## src/rtl/uart_tx_frame_if.sv

```systemverilog
// Parallel-to-serial handshake between the character source and the UART transmitter.
// The source drives the word and its strobe; the transmitter returns the line and BUSY.
interface uart_tx_frame_if #(
    parameter int unsigned DATA_WIDTH = 8
);
    logic [DATA_WIDTH-1:0] P_DATA;
    logic                  DATA_VALID;
    logic                  PAR_EN;
    logic                  PAR_TYP;
    logic                  TX_OUT;
    logic                  BUSY;

    modport master (
        output P_DATA,
        output DATA_VALID,
        output PAR_EN,
        output PAR_TYP,
        input  TX_OUT,
        input  BUSY
    );

    modport slave (
        input  P_DATA,
        input  DATA_VALID,
        input  PAR_EN,
        input  PAR_TYP,
        output TX_OUT,
        output BUSY
    );
endinterface

```

## src/rtl/uart_tx_frame.sv

```systemverilog
// UART frame transmitter: start bit, LSB-first data, optional parity and a stop bit,
// one bit per baud-clock cycle, with registered TX_OUT/BUSY and back-to-back acceptance in STOP.
module uart_tx_frame #(
    parameter int unsigned DATA_WIDTH = 8
) (
    input  logic         CLK,
    input  logic         RST,
    uart_tx_frame_if.slave bus
);

    localparam int unsigned CntW = $clog2(DATA_WIDTH) + 1;

    typedef enum logic [2:0] {
        StIdle,
        StStart,
        StData,
        StParity,
        StStop
    } state_e;

    state_e                state_q, state_d;
    logic [DATA_WIDTH-1:0] data_q, data_d;
    logic                  par_en_q, par_en_d;
    logic                  par_bit_q, par_bit_d;
    logic [CntW-1:0]       cnt_q, cnt_d;
    logic                  tx_q, tx_d;
    logic                  busy_q, busy_d;
    logic                  accept;
    logic [DATA_WIDTH-1:0] shifted;

    always_comb begin
        state_d   = state_q;
        data_d    = data_q;
        par_en_d  = par_en_q;
        par_bit_d = par_bit_q;
        cnt_d     = cnt_q;
        accept    = 1'b0;

        case (state_q)
            StIdle: begin
                accept = bus.DATA_VALID;
            end
            StStart: begin
                state_d = StData;
                cnt_d   = '0;
            end
            StData: begin
                if (cnt_q == CntW'(DATA_WIDTH - 1)) begin
                    state_d = par_en_q ? StParity : StStop;
                end else begin
                    cnt_d = cnt_q + CntW'(1);
                end
            end
            StParity: begin
                state_d = StStop;
            end
            StStop: begin
                accept  = bus.DATA_VALID;
                state_d = StIdle;
            end
            default: begin
                state_d = StIdle;
            end
        endcase

        if (accept) begin
            state_d   = StStart;
            data_d    = bus.P_DATA;
            par_en_d  = bus.PAR_EN;
            par_bit_d = bus.PAR_TYP ? ~^bus.P_DATA : ^bus.P_DATA;
        end

        // Outputs are decoded from the next state so the registers present the bit for the
        // cycle that follows this edge.
        shifted = data_d >> cnt_d;
        tx_d    = 1'b1;
        busy_d  = 1'b1;
        case (state_d)
            StIdle:   busy_d = 1'b0;
            StStart:  tx_d   = 1'b0;
            StData:   tx_d   = shifted[0];
            StParity: tx_d   = par_bit_d;
            default:  tx_d   = 1'b1;
        endcase
    end

    always_ff @(posedge CLK) begin
        if (!RST) begin
            state_q   <= StIdle;
            data_q    <= '0;
            par_en_q  <= 1'b0;
            par_bit_q <= 1'b0;
            cnt_q     <= '0;
            tx_q      <= 1'b1;
            busy_q    <= 1'b0;
        end else begin
            state_q   <= state_d;
            data_q    <= data_d;
            par_en_q  <= par_en_d;
            par_bit_q <= par_bit_d;
            cnt_q     <= cnt_d;
            tx_q      <= tx_d;
            busy_q    <= busy_d;
        end
    end

    assign bus.TX_OUT = tx_q;
    assign bus.BUSY   = busy_q;

endmodule

```

## src/flat_wrapper.sv

```systemverilog
// flat-port wrapper written by rule: the top's interface ports become plain ports
module uart_tx_frame_flat 
#(
    parameter int unsigned DATA_WIDTH = 8
)
  (CLK, RST, bus_P_DATA, bus_DATA_VALID, bus_PAR_EN, bus_PAR_TYP, bus_TX_OUT, bus_BUSY);
  uart_tx_frame_if #(.DATA_WIDTH(DATA_WIDTH)) bus_i ();
  input  logic CLK;
  input  logic RST;
  input wire logic [$bits(bus_i.P_DATA)-1:0] bus_P_DATA;
  input wire logic [$bits(bus_i.DATA_VALID)-1:0] bus_DATA_VALID;
  input wire logic [$bits(bus_i.PAR_EN)-1:0] bus_PAR_EN;
  input wire logic [$bits(bus_i.PAR_TYP)-1:0] bus_PAR_TYP;
  output wire logic [$bits(bus_i.TX_OUT)-1:0] bus_TX_OUT;
  output wire logic [$bits(bus_i.BUSY)-1:0] bus_BUSY;
  assign bus_i.P_DATA = bus_P_DATA;
  assign bus_i.DATA_VALID = bus_DATA_VALID;
  assign bus_i.PAR_EN = bus_PAR_EN;
  assign bus_i.PAR_TYP = bus_PAR_TYP;
  assign bus_TX_OUT = bus_i.TX_OUT;
  assign bus_BUSY = bus_i.BUSY;
  uart_tx_frame #(.DATA_WIDTH(DATA_WIDTH)) u_core (.CLK(CLK), .RST(RST), .bus(bus_i));
endmodule
```

## config.mk

```make
export PLATFORM = sky130hd
export DESIGN_NAME = uart_tx_frame_flat
export DESIGN_NICKNAME = d
export VERILOG_FILES = /design/src/rtl/uart_tx_frame_if.sv /design/src/rtl/uart_tx_frame.sv /design/src/flat_wrapper.sv
export SDC_FILE = /design/constraint.sdc
export NUM_CORES = 1
export LEC_CHECK = 0
export ABC_AREA = 0
export CAP_MARGIN = 40
export CORE_ASPECT_RATIO = 1.4
export CORE_UTILIZATION = 56
export CTS_BUF_LIST = sky130_fd_sc_hd__clkbuf_4 sky130_fd_sc_hd__clkbuf_8
export DETAILED_ROUTE_END_ITERATION = 6
export GPL_TIMING_DRIVEN = 0
export PLACE_DENSITY = 0.82
export SYNTH_ARGS = -nofsm -noshare
export SYNTH_HDL_FRONTEND = slang
export SYNTH_SLANG_ARGS = --single-unit
export TNS_END_PERCENT = 20
```

## constraint.sdc

```tcl
create_clock -name CLK -period 2.85 [get_ports CLK]
set_input_delay 0.285 -clock CLK [delete_from_list [all_inputs] [get_ports CLK]]
set_output_delay 0.285 -clock CLK [all_outputs]
set_load 0.005 [all_outputs]
```

==> metrics.csv, run 1 <==
metric;value;unit
final-report hold violation count;0;
Root Buffer;sky130_fd_sc_hd__clkbuf_4;
count of placed standard cells including taps;152;
remaining number of nets flagged by the antenna check after routing;0;
# hold bufs at CTS;0;
type of the most critical hold path;reg2reg;
buffers inserted during post-CTS setup optimization;0;
startpoint kind of the worst setup timing path;flip-flop;
die boundary height;55.2;µm
Initial Utilization;62.1;%
Area contributors post-synth;sky130_fd_sc_hd__dfxtp_1, sky130_fd_sc_hd__mux2i_1, sky130_fd_sc_hd__nor2b_1;
result of the run;complete, no violations;
post-route insts no fill;156;
number of input and output port buffers inserted;14;
Synth Cell Area;1130;µm²
Worst Path Max Fanout;10;
global router's overall resource usage;22.0;%
part of the cycle the worst path needs;78.0;%
kind of end point of the critical path;flip-flop;
final setup skew;0.00947;ns
Clock Latency Late Sink;0.30;ns
cell type with the largest total area after synthesis;sky130_fd_sc_hd__dfxtp_1;
count of yosys warnings during synthesis;0;
number of global-route vias before repair;880;
detailed-route DRC error count;0;
Worst EP required;3.05;ns
pin count of the biggest net entering global routing;12;
buffering stage count on the worst path with inverters included;2;
series of cell instances along the critical path;clkbuf_8, nor3b_2, buf_6, mux2i_1, mux2i_1, mux2_2, a211o_1;
number of distinct library cell variants in the gate-level netlist after synthesis;41;
portion of synthesized cell area occupied by the leading cell type;33.6;%
Total Neg Setup Slack;0;ns
min Tclk post-route;2.22;ns
final instance area;1330;µm²
Resize count post-CTS;0;
nets@finish;151;
Vias per Instance;5.66;
sum of internal, switching and leakage power;0.000585;W
Congestion Overflow GR;0;
highest attainable clock frequency;450;MHz
count of mapped cells out of synthesis;118;
diode insertion count for antenna repair;0;
average size of a mapped cell;9.61;µm²
number of buffers created by CTS;3;
Max IR drop VDD;355;µV
filler instances;155;
worst hold path depth;2;
max-cap violation count;0;
placed wire-length estimate after detailed placement;1.61;mm
vias;883;
RD Place Congestion;0.753;
RSZ-0062 raised after global routing;no;
commonest non-fill, non-tap cell in the layout;sky130_fd_sc_hd__dfxtp_1;
clock transition at the register clock pins on the worst setup and hold paths after CTS;0.12;ns
full die area;2210;µm²
library cell appearing most often on the critical path;sky130_fd_sc_hd__mux2i_1;
number of detailed-route iterations in the first pass;4;
final slew viol count;0;
static leakage;0.498;nW
antenna violations before repair;0;
Worst Max-Slew Pin Slew;0.531;ns
area of the core region;1820;µm²
layout-stage area growth over the synthesis result;17.0;%
Max transition margin;64.5;%
number of register bits inferred by synthesis;19;
row cnt;18;
length in cells of the worst reg-to-reg path;7;
worst setup path category;reg2reg;
drt total wl;2.13;mm
number of violations reported at the end of detailed-routing iteration 0;11;
slowest stage cell on the critical path;sky130_fd_sc_hd__nor3b_2;
area of placed instances;1300;µm²
most frequent cells in the layout;sky130_fd_sc_hd__dfxtp_1, sky130_fd_sc_hd__clkdlybuf4s50_1, sky130_fd_sc_hd__nor2b_1;
Clock Path Buffers;2;
first-pass GRT wire length;3.54;mm
proportion of layout cells with a drive suffix above 1;15.4;%
arrival time of the worst setup path;2.42;ns
final routed wire length divided by cell count;13.6;µm
io pins;15;
CTS tree;done;
worst stage delay on the critical path;0.46;ns
number of nets in the synthesized netlist;132;
power per cell area;441;nW/µm²
die width;40.0;µm
clock tree sinks;19;
number of H-tree levels;1;
number of setup violations in the final report;0;
CP Depth;7;
sequential element share of the synthesized area;33.6;%
crit-path leading delay family;multiplexers;
-- per-stage QoR --
stage	utilization (%)	hold WS [ns]	setup WS, ns
floorplan	-	0.413	0.814
global placement	71.2	0.494	0.396
detailed placement	71.2	0.500	0.386
CTS	72.7	0.532	0.627
global route	72.7	0.552	0.495
finish	72.7	0.525	0.628
-- Yosys cell counts --
cell and n:
sky130_fd_sc_hd__a31oi_1 1, sky130_fd_sc_hd__and3_1 1, sky130_fd_sc_hd__buf_6 2, sky130_fd_sc_hd__nor3b_4 1, sky130_fd_sc_hd__and2_1 2, sky130_fd_sc_hd__nand3b_1 1, sky130_fd_sc_hd__o21ai_0 5, sky130_fd_sc_hd__o21a_1 2
sky130_fd_sc_hd__clkbuf_1 2, sky130_fd_sc_hd__dfxtp_1 19, sky130_fd_sc_hd__mux2_2 3, sky130_fd_sc_hd__nor3b_1 2, sky130_fd_sc_hd__nor4b_4 1, sky130_fd_sc_hd__clkbuf_8 2, sky130_fd_sc_hd__inv_1 2, sky130_fd_sc_hd__a221oi_2 1
sky130_fd_sc_hd__xnor2_1 6, sky130_fd_sc_hd__a21boi_0 1, sky130_fd_sc_hd__a21oi_1 7, sky130_fd_sc_hd__and2_2 1, sky130_fd_sc_hd__mux2i_1 10, sky130_fd_sc_hd__and3b_4 1, sky130_fd_sc_hd__nor3_1 1, sky130_fd_sc_hd__xor2_1 2
sky130_fd_sc_hd__clkbuf_4 1, sky130_fd_sc_hd__nor3b_2 1, sky130_fd_sc_hd__o211a_1 1, sky130_fd_sc_hd__ha_1 1, sky130_fd_sc_hd__a22o_2 1, sky130_fd_sc_hd__and2b_2 1, sky130_fd_sc_hd__or2b_2 1, sky130_fd_sc_hd__nand2_1 4
sky130_fd_sc_hd__a22oi_1 1, sky130_fd_sc_hd__a2111oi_0 1, sky130_fd_sc_hd__nor2b_1 13, sky130_fd_sc_hd__a211o_1 1, sky130_fd_sc_hd__nor2_1 10, sky130_fd_sc_hd__or2_1 1, sky130_fd_sc_hd__a32o_1 2, sky130_fd_sc_hd__a32oi_1 1
sky130_fd_sc_hd__a211oi_1 1
-- where the power goes --
group | internal [W] | switching [W]
logic | 0.0000873 | 0.0000691
clock network | 0.0000523 | 0.0000857
registers | 0.000283 | 0.00000725
total | 0.000423 | 0.000162
-- layout make-up --
class | instances | area (µm²) | area share (%)
flip-flops and latches | 19 | 380 | 28.7
clock inverters | 1 | 5.00 | 0.377
inverters | 2 | 7.51 | 0.566
well taps | 20 | 25.0 | 1.89
clock buffers | 3 | 22.5 | 1.70
plain buffers | 7 | 65.1 | 4.91
multi-input cells | 90 | 681 | 51.3
repair buffers | 14 | 140 | 10.6
-- path summary, 6_finish.rpt --
| path | from | endpoint | slack [ns] |
|---|---|---|---|
| setup / recovery | u_core.state_q[1] | u_core.bus.TX_OUT | 0.63 |
| hold / removal | u_core.data_q[0] | u_core.data_q[0] | 0.52 |
| setup reg to reg | u_core.state_q[1] | u_core.bus.TX_OUT | 0.63 |
| hold reg to reg | u_core.data_q[0] | u_core.data_q[0] | 0.52 |
-- logic make-up (layout without fill, tap and decap cells) --
family                   Yosys count  count (layout)  synth area share, %
multiplexers                      13              13                 11.8
AND/OR/NAND/NOR                   42              42                 24.6
XOR/XNOR                           8               8                 6.18
flip-flops                        19              19                 33.6
buffers and inverters              9              27                 6.40
AO/OA/AOI/OAI                     26              26                 16.3
adder cells (fa/ha/maj)            1               1                 1.10
-- sequential cells by signal (all words and copies together) (netlist names) --
name               flops
u_core.state_q         3
u_core.par_bit_q       1
u_core.par_en_q        1
u_core.cnt_q           4
u_core.bus.TX_OUT      1
u_core.bus.BUSY        1
u_core.data_q          8
-- worst reg2reg max path: stages (launching register included) --
cell	delay, ns
sky130_fd_sc_hd__dfxtp_1	0.35
sky130_fd_sc_hd__clkbuf_8	0.16
sky130_fd_sc_hd__nor3b_2	0.46
sky130_fd_sc_hd__buf_6	0.23
sky130_fd_sc_hd__mux2i_1	0.24
sky130_fd_sc_hd__mux2i_1	0.12
sky130_fd_sc_hd__mux2_2	0.27
sky130_fd_sc_hd__a211o_1	0.29
-- layer usage --
metal	track usage [%]	vias to the layer above	share of wire, %
met3	3.61	2	3.0
met2	39.2	21	53
met1	25.6	410	43
met5	0	-	0
met4	4.43	0	0.61
li1	-	450	-
No activity file was read; power rests on OpenSTA's default activity.
==> run 2, diff against run 1 <==
Settings changed: CORE_UTILIZATION 56 to 51, PLACE_DENSITY 0.82 to 0.79.
Clock period 2.85 ns to 1.9 ns, I/O delays scaled along.
==> run 2 against run 1 <==
Against the previous run:
- the flow now finishes with violations (negative setup slack)
- cell area is 14% higher
- non-clock buffer count grew 15
- final cell count grew 10%
- critical path depth grew 1
- utilization grew 2.3 points
- total power grew 61%
- combinational power increased by 85%
- flip-flop and latch count is the same
- worst hold slack worse by 0.029 ns
- global-route usage rose by 0.95 points
- worst setup slack got worse by 0.70 ns
- highest routed layer unchanged
==> metrics.csv, run 2 (synthesized netlist as in run 1, its figures left out) <==
metric;value;unit
remaining number of nets flagged by the antenna check after routing;0;
type of the most critical hold path;in2reg;
Root Buffer;sky130_fd_sc_hd__clkbuf_4;
vias;950;
min Tclk post-route;1.97;ns
result of the run;complete, but fails checks;
origin of the worst min-delay path;bus_PAR_EN;
Worst Path Max Fanout;10;
area of the core region;2020;µm²
part of the cycle the worst path needs;104;%
io pins;15;
number of setup violations in the final report;1;
Combinational Power Share;30.7;%
Congestion Overflow GR;0;
global router's overall resource usage;23.0;%
number of input and output port buffers inserted;14;
number of global-route vias before repair;989;
final setup skew;0.00408;ns
number of buffers created by CTS;3;
die width;41.8;µm
die boundary height;57.8;µm
tightest hold margin;0.496;ns
RD Place Congestion;0.816;
drt total wl;2.61;mm
arrival time of the worst setup path;2.16;ns
max-cap violation count;0;
Biggest register;u_core.data_q;
first-pass GRT wire length;4.28;mm
clock tree sinks;19;
setup ws final;-0.0699;ns
Max transition margin;71.6;%
series of cell instances along the critical path;clkbuf_8, nor3b_4, a221oi_2, or2_1, buf_6, mux2i_1, mux2_4, a211o_1;
final slew viol count;0;
Worst Max-Slew Pin Slew;0.415;ns
most frequent cells in the layout;sky130_fd_sc_hd__clkdlybuf4s50_1, sky130_fd_sc_hd__buf_4, sky130_fd_sc_hd__dfxtp_1;
Vias per Instance;5.52;
Worst EP required;2.09;ns
nets@finish;166;
highest attainable clock frequency;508;MHz
Clock Path Buffers;2;
Largest regs;u_core.data_q x8, u_core.cnt_q x4, u_core.state_q x3;
number of detailed-route iterations in the first pass;4;
row cnt;19;
RSZ-0062 raised after global routing;yes;
part of the total power dissipated in sequential elements;46.5;%
number of H-tree levels;1;
# hold bufs at CTS;0;
number of flip-flops in the largest register;8;
clock transition at the register clock pins on the worst setup and hold paths after CTS;0.10;ns
proportion of layout cells with a drive suffix above 1;29.8;%
switching share of total power;27.2;%
worst setup path category;reg2reg;
layout-stage area growth over the synthesis result;33.7;%
final routed wire length divided by cell count;15.2;µm
violated checks;negative setup slack;
CTS tree;done;
kind of end point of the critical path;flip-flop;
Clock Latency Late Sink;0.30;ns
startpoint kind of the worst setup timing path;flip-flop;
final-report hold violation count;0;
full die area;2420;µm²
Total Neg Setup Slack;-0.0699;ns
static leakage;0.591;nW
power per cell area;621;nW/µm²
pin count of the biggest net entering global routing;11;
part of the power in the clock network;22.8;%
number of violations reported at the end of detailed-routing iteration 0;4;
net switching component of the power;0.000256;W
slowest stage cell on the critical path;sky130_fd_sc_hd__dfxtp_1;
Initial Utilization;56.1;%
placed wire-length estimate after detailed placement;1.74;mm
Critical Path Start;u_core.state_q[2];
worst reg2reg startpoint;u_core.state_q[2];
diode insertion count for antenna repair;0;
worst stage delay on the critical path;0.33;ns
detailed-route DRC error count;0;
antenna violations before repair;0;
Internal Dissipation;0.000685;W
Max IR drop VDD;546;µV
run 2: power by group through the flow:
stage          logic [W]  registers, W  clock network (W)
2_1_floorplan   0.000172      0.000444                  0
5_1_grt         0.000312      0.000441           0.000233
4_1_cts         0.000270      0.000435           0.000221
6_report        0.000289      0.000437           0.000215
3_5_place_dp    0.000243      0.000447                  0
3_3_place_gp    0.000238      0.000446                  0
run 2: timing repair:
action | in CTS | in global routing
pin swaps | 9 | 5
setup buffers | 11 | 4
resized for setup | 8 | 5
endpoints found under the setup margin | 1 | 1
run 2: final timing paths:
check	to	slack [ns]	cells after the start
setup / recovery	u_core.bus.TX_OUT	-0.07	8
hold reg to reg	u_core.data_q[1]	0.53	2
hold / removal	u_core.par_en_q	0.50	3
setup reg to reg	u_core.bus.TX_OUT	-0.07	8
run 2: worst max-delay path, delay by kind of cell (launching register included):
| kind | cells | cell delay (ns) |
|---|---|---|
| AOI/OAI and AO/OA | 2 | 0.35 |
| DFF | 1 | 0.33 |
| and+or+nand+nor | 2 | 0.49 |
| buffers and inverters | 2 | 0.29 |
| muxes | 2 | 0.40 |
run 2: through the flow:
step                      utilization, %  area (µm²)  setup WS [ns]  instances  total power (W)
final                               75.0        1520        -0.0699        172         0.000941
after global routing                75.0        1520         -0.125        172         0.000985
after CTS                           72.7        1470        -0.0523        168         0.000926
after detailed placement            65.8        1330         -0.368        153         0.000690
after global placement              65.8        1330         -0.332        153         0.000683
after floorplan                        -        1160         0.0145        118         0.000617
run 2: layout make-up:
class	count	area, µm²
tap	21	26.3
buffer	7	72.6
clock buffer	4	30.0
timing repair buffer	29	256
multi-input combinational	90	731
fill	151	505
sequential	19	392
inverter	2	7.51
run 2: per-layer routing:
layer,wire (µm),global-route usage [%]
met1,1050,23.5
met2,1440,44.9
met3,39,2.18
met4,79,12.0
met5,0,0
==> run 3, diff against run 2 <==
Settings changed: SLEW_MARGIN set to 15.
Clock period 1.9 ns to 1.8 ns, I/O delays scaled along.
==> run 3 against run 2 <==
Against the previous run:
- the flow still finishes with violations (negative setup slack)
- die area stayed put
- clock skew is 0.0020 ns lower
- combinational power is 2% higher
- non-clock buffer count is 7 lower
- final cell count is 4.1% lower
- flip-flop and latch count stayed put
- worst setup slack worse by 0.12 ns
- critical path depth is 1 lower
- worst hold slack worse by 0.014 ns
- global-route usage is 1.9 points lower
- highest routed layer unchanged
==> metrics.csv, run 3 (synthesized netlist as in run 1, its figures left out) <==
metric;value;unit
result of the run;complete, but fails checks;
violated checks;negative setup slack;
RSZ-0062 raised after global routing;yes;
final routed wire length divided by cell count;14.6;µm
busiest layer in global routing;met2;
Congestion Overflow GR;0;
count of placed standard cells including taps;153;
final slew viol count;0;
Initial Utilization;56.1;%
vias;922;
static leakage;0.546;nW
Root Buffer;sky130_fd_sc_hd__clkbuf_4;
clock tree sinks;19;
RD Place Congestion;0.808;
remaining number of nets flagged by the antenna check after routing;0;
origin of the worst min-delay path;bus_PAR_EN;
final-report hold violation count;0;
pin count of the biggest net entering global routing;11;
number of H-tree levels;1;
global router's overall resource usage;21.0;%
worst reg2reg startpoint;u_core.state_q[1];
number of detailed-route iterations in the first pass;4;
full die area;2420;µm²
clock transition at the register clock pins on the worst setup and hold paths after CTS;0.10;ns
area of the core region;2020;µm²
Vias per Instance;5.59;
Max transition margin;72.9;%
met1 usage;24.1;%
Worst EP required;2.00;ns
number of flip-flops in the largest register;8;
layout-stage area growth over the synthesis result;29.7;%
detailed-route DRC error count;0;
length in cells of the worst reg-to-reg path;7;
number of global-route vias before repair;881;
most frequent cells in the layout;sky130_fd_sc_hd__clkdlybuf4s50_1, sky130_fd_sc_hd__dfxtp_1, sky130_fd_sc_hd__nor2b_1;
filler instances;153;
number of violations reported at the end of detailed-routing iteration 0;21;
power per cell area;677;nW/µm²
arrival time of the worst setup path;2.18;ns
die boundary height;57.8;µm
number of buffers created by CTS;3;
diode insertion count for antenna repair;0;
Worst Path Max Fanout;6;
post-route insts no fill;165;
worst hold path depth;3;
worst reg-to-reg setup slack;-0.19;ns
placed wire-length estimate after detailed placement;1.69;mm
CTS tree;done;
row cnt;19;
part of the cycle the worst path needs;110;%
max-cap violation count;0;
final setup skew;0.00210;ns
nets@finish;159;
first-pass GRT wire length;3.88;mm
endpoint of the worst hold-timing path;u_core.par_en_q;
min Tclk post-route;1.99;ns
Worst Max-Slew Pin Slew;0.396;ns
GR Util met3;3.12;%
Largest regs;u_core.data_q x8, u_core.cnt_q x4, u_core.state_q x3;
proportion of layout cells with a drive suffix above 1;28.5;%
type of the most critical hold path;in2reg;
capture instance of the worst register-to-register path;u_core.bus.TX_OUT;
number of input and output port buffers inserted;14;
startpoint kind of the worst setup timing path;flip-flop;
Total Neg Setup Slack;-0.188;ns
die width;41.8;µm
highest attainable clock frequency;503;MHz
setup ws final;-0.188;ns
Biggest register;u_core.data_q;
number of setup violations in the final report;1;
drt total wl;2.42;mm
Clock Path Buffers;2;
worst setup path category;reg2reg;
io pins;15;
Max IR drop VDD;513;µV
Global Route met2 Usage;37.7;%
Clock Latency Late Sink;0.30;ns
kind of end point of the critical path;flip-flop;
antenna violations before repair;0;
## run 3: worst max path at each step
stage               cells after the start           endpoint               from
floorplan                               7  u_core.bus.TX_OUT  u_core.state_q[1]
global route                            7  u_core.bus.TX_OUT  u_core.state_q[1]
CTS                                     8  u_core.bus.TX_OUT    u_core.cnt_q[0]
global placement                        7  u_core.bus.TX_OUT     bus_DATA_VALID
detailed placement                      7  u_core.bus.TX_OUT     bus_DATA_VALID
finish                                  7  u_core.bus.TX_OUT  u_core.state_q[1]
## run 3: where the power goes
part	internal, W	switching [W]	total, W	leakage [nW]
Sequential	0.000448	0.0000200	0.000468	0.159
Clock	0.000102	0.000130	0.000231	0.0184
Combinational	0.000172	0.000124	0.000296	0.369
## run 3: metal layers
metal / wire length [µm] / up-vias / part of all wire, %
met5: 0 / - / 0
met4: 62 / 0 / 2.6
met3: 49 / 7 / 2.0
met2: 1320 / 14 / 55
met1: 987 / 433 / 41
li1: - / 468 / -
## run 3: what timing repair did
action,in CTS,in global routing
hold buffers,0,0
pin swaps,2,4
endpoints found under the setup margin,1,1
gates resized for setup,1,14
setup buffers,4,5
## run 3: worst max-delay path, cell delays in order, from the launching register on
cell                      delay, ns
sky130_fd_sc_hd__dfxtp_2       0.35
sky130_fd_sc_hd__buf_8         0.13
sky130_fd_sc_hd__nor3b_4       0.34
sky130_fd_sc_hd__buf_6         0.21
sky130_fd_sc_hd__mux2i_2       0.23
sky130_fd_sc_hd__mux2i_1       0.10
sky130_fd_sc_hd__mux2_4        0.26
sky130_fd_sc_hd__a211o_1       0.26
## run 3: area by class of cell
| cell class | count | area, µm² | area share, % |
|---|---|---|---|
| Timing Repair Buffer | 23 | 211 | 14.4 |
| Multi-Input combinational cell | 90 | 747 | 50.8 |
| Inverter | 2 | 7.51 | 0.511 |
| Sequential cell | 19 | 392 | 26.6 |
| Tap cell | 21 | 26.3 | 1.79 |
| Clock buffer | 4 | 30.0 | 2.04 |
| Buffer | 6 | 56.3 | 3.83 |
## run 3: metrics by stage
stage / hold WS (ns) / cell area, µm² / power [W] / utilization (%) / worst slack [ns]
3_5_place_dp: 0.504 / 1330 / 0.000731 / 66.0 / -0.413
6_report: 0.482 / 1470 / 0.000995 / 72.8 / -0.188
5_1_grt: 0.487 / 1470 / 0.00105 / 72.8 / -0.264
4_1_cts: 0.478 / 1400 / 0.000974 / 69.1 / -0.198
3_3_place_gp: 0.494 / 1330 / 0.000725 / 66.0 / -0.387
2_1_floorplan: 0.308 / 1170 / 0.000654 / - / -0.0680
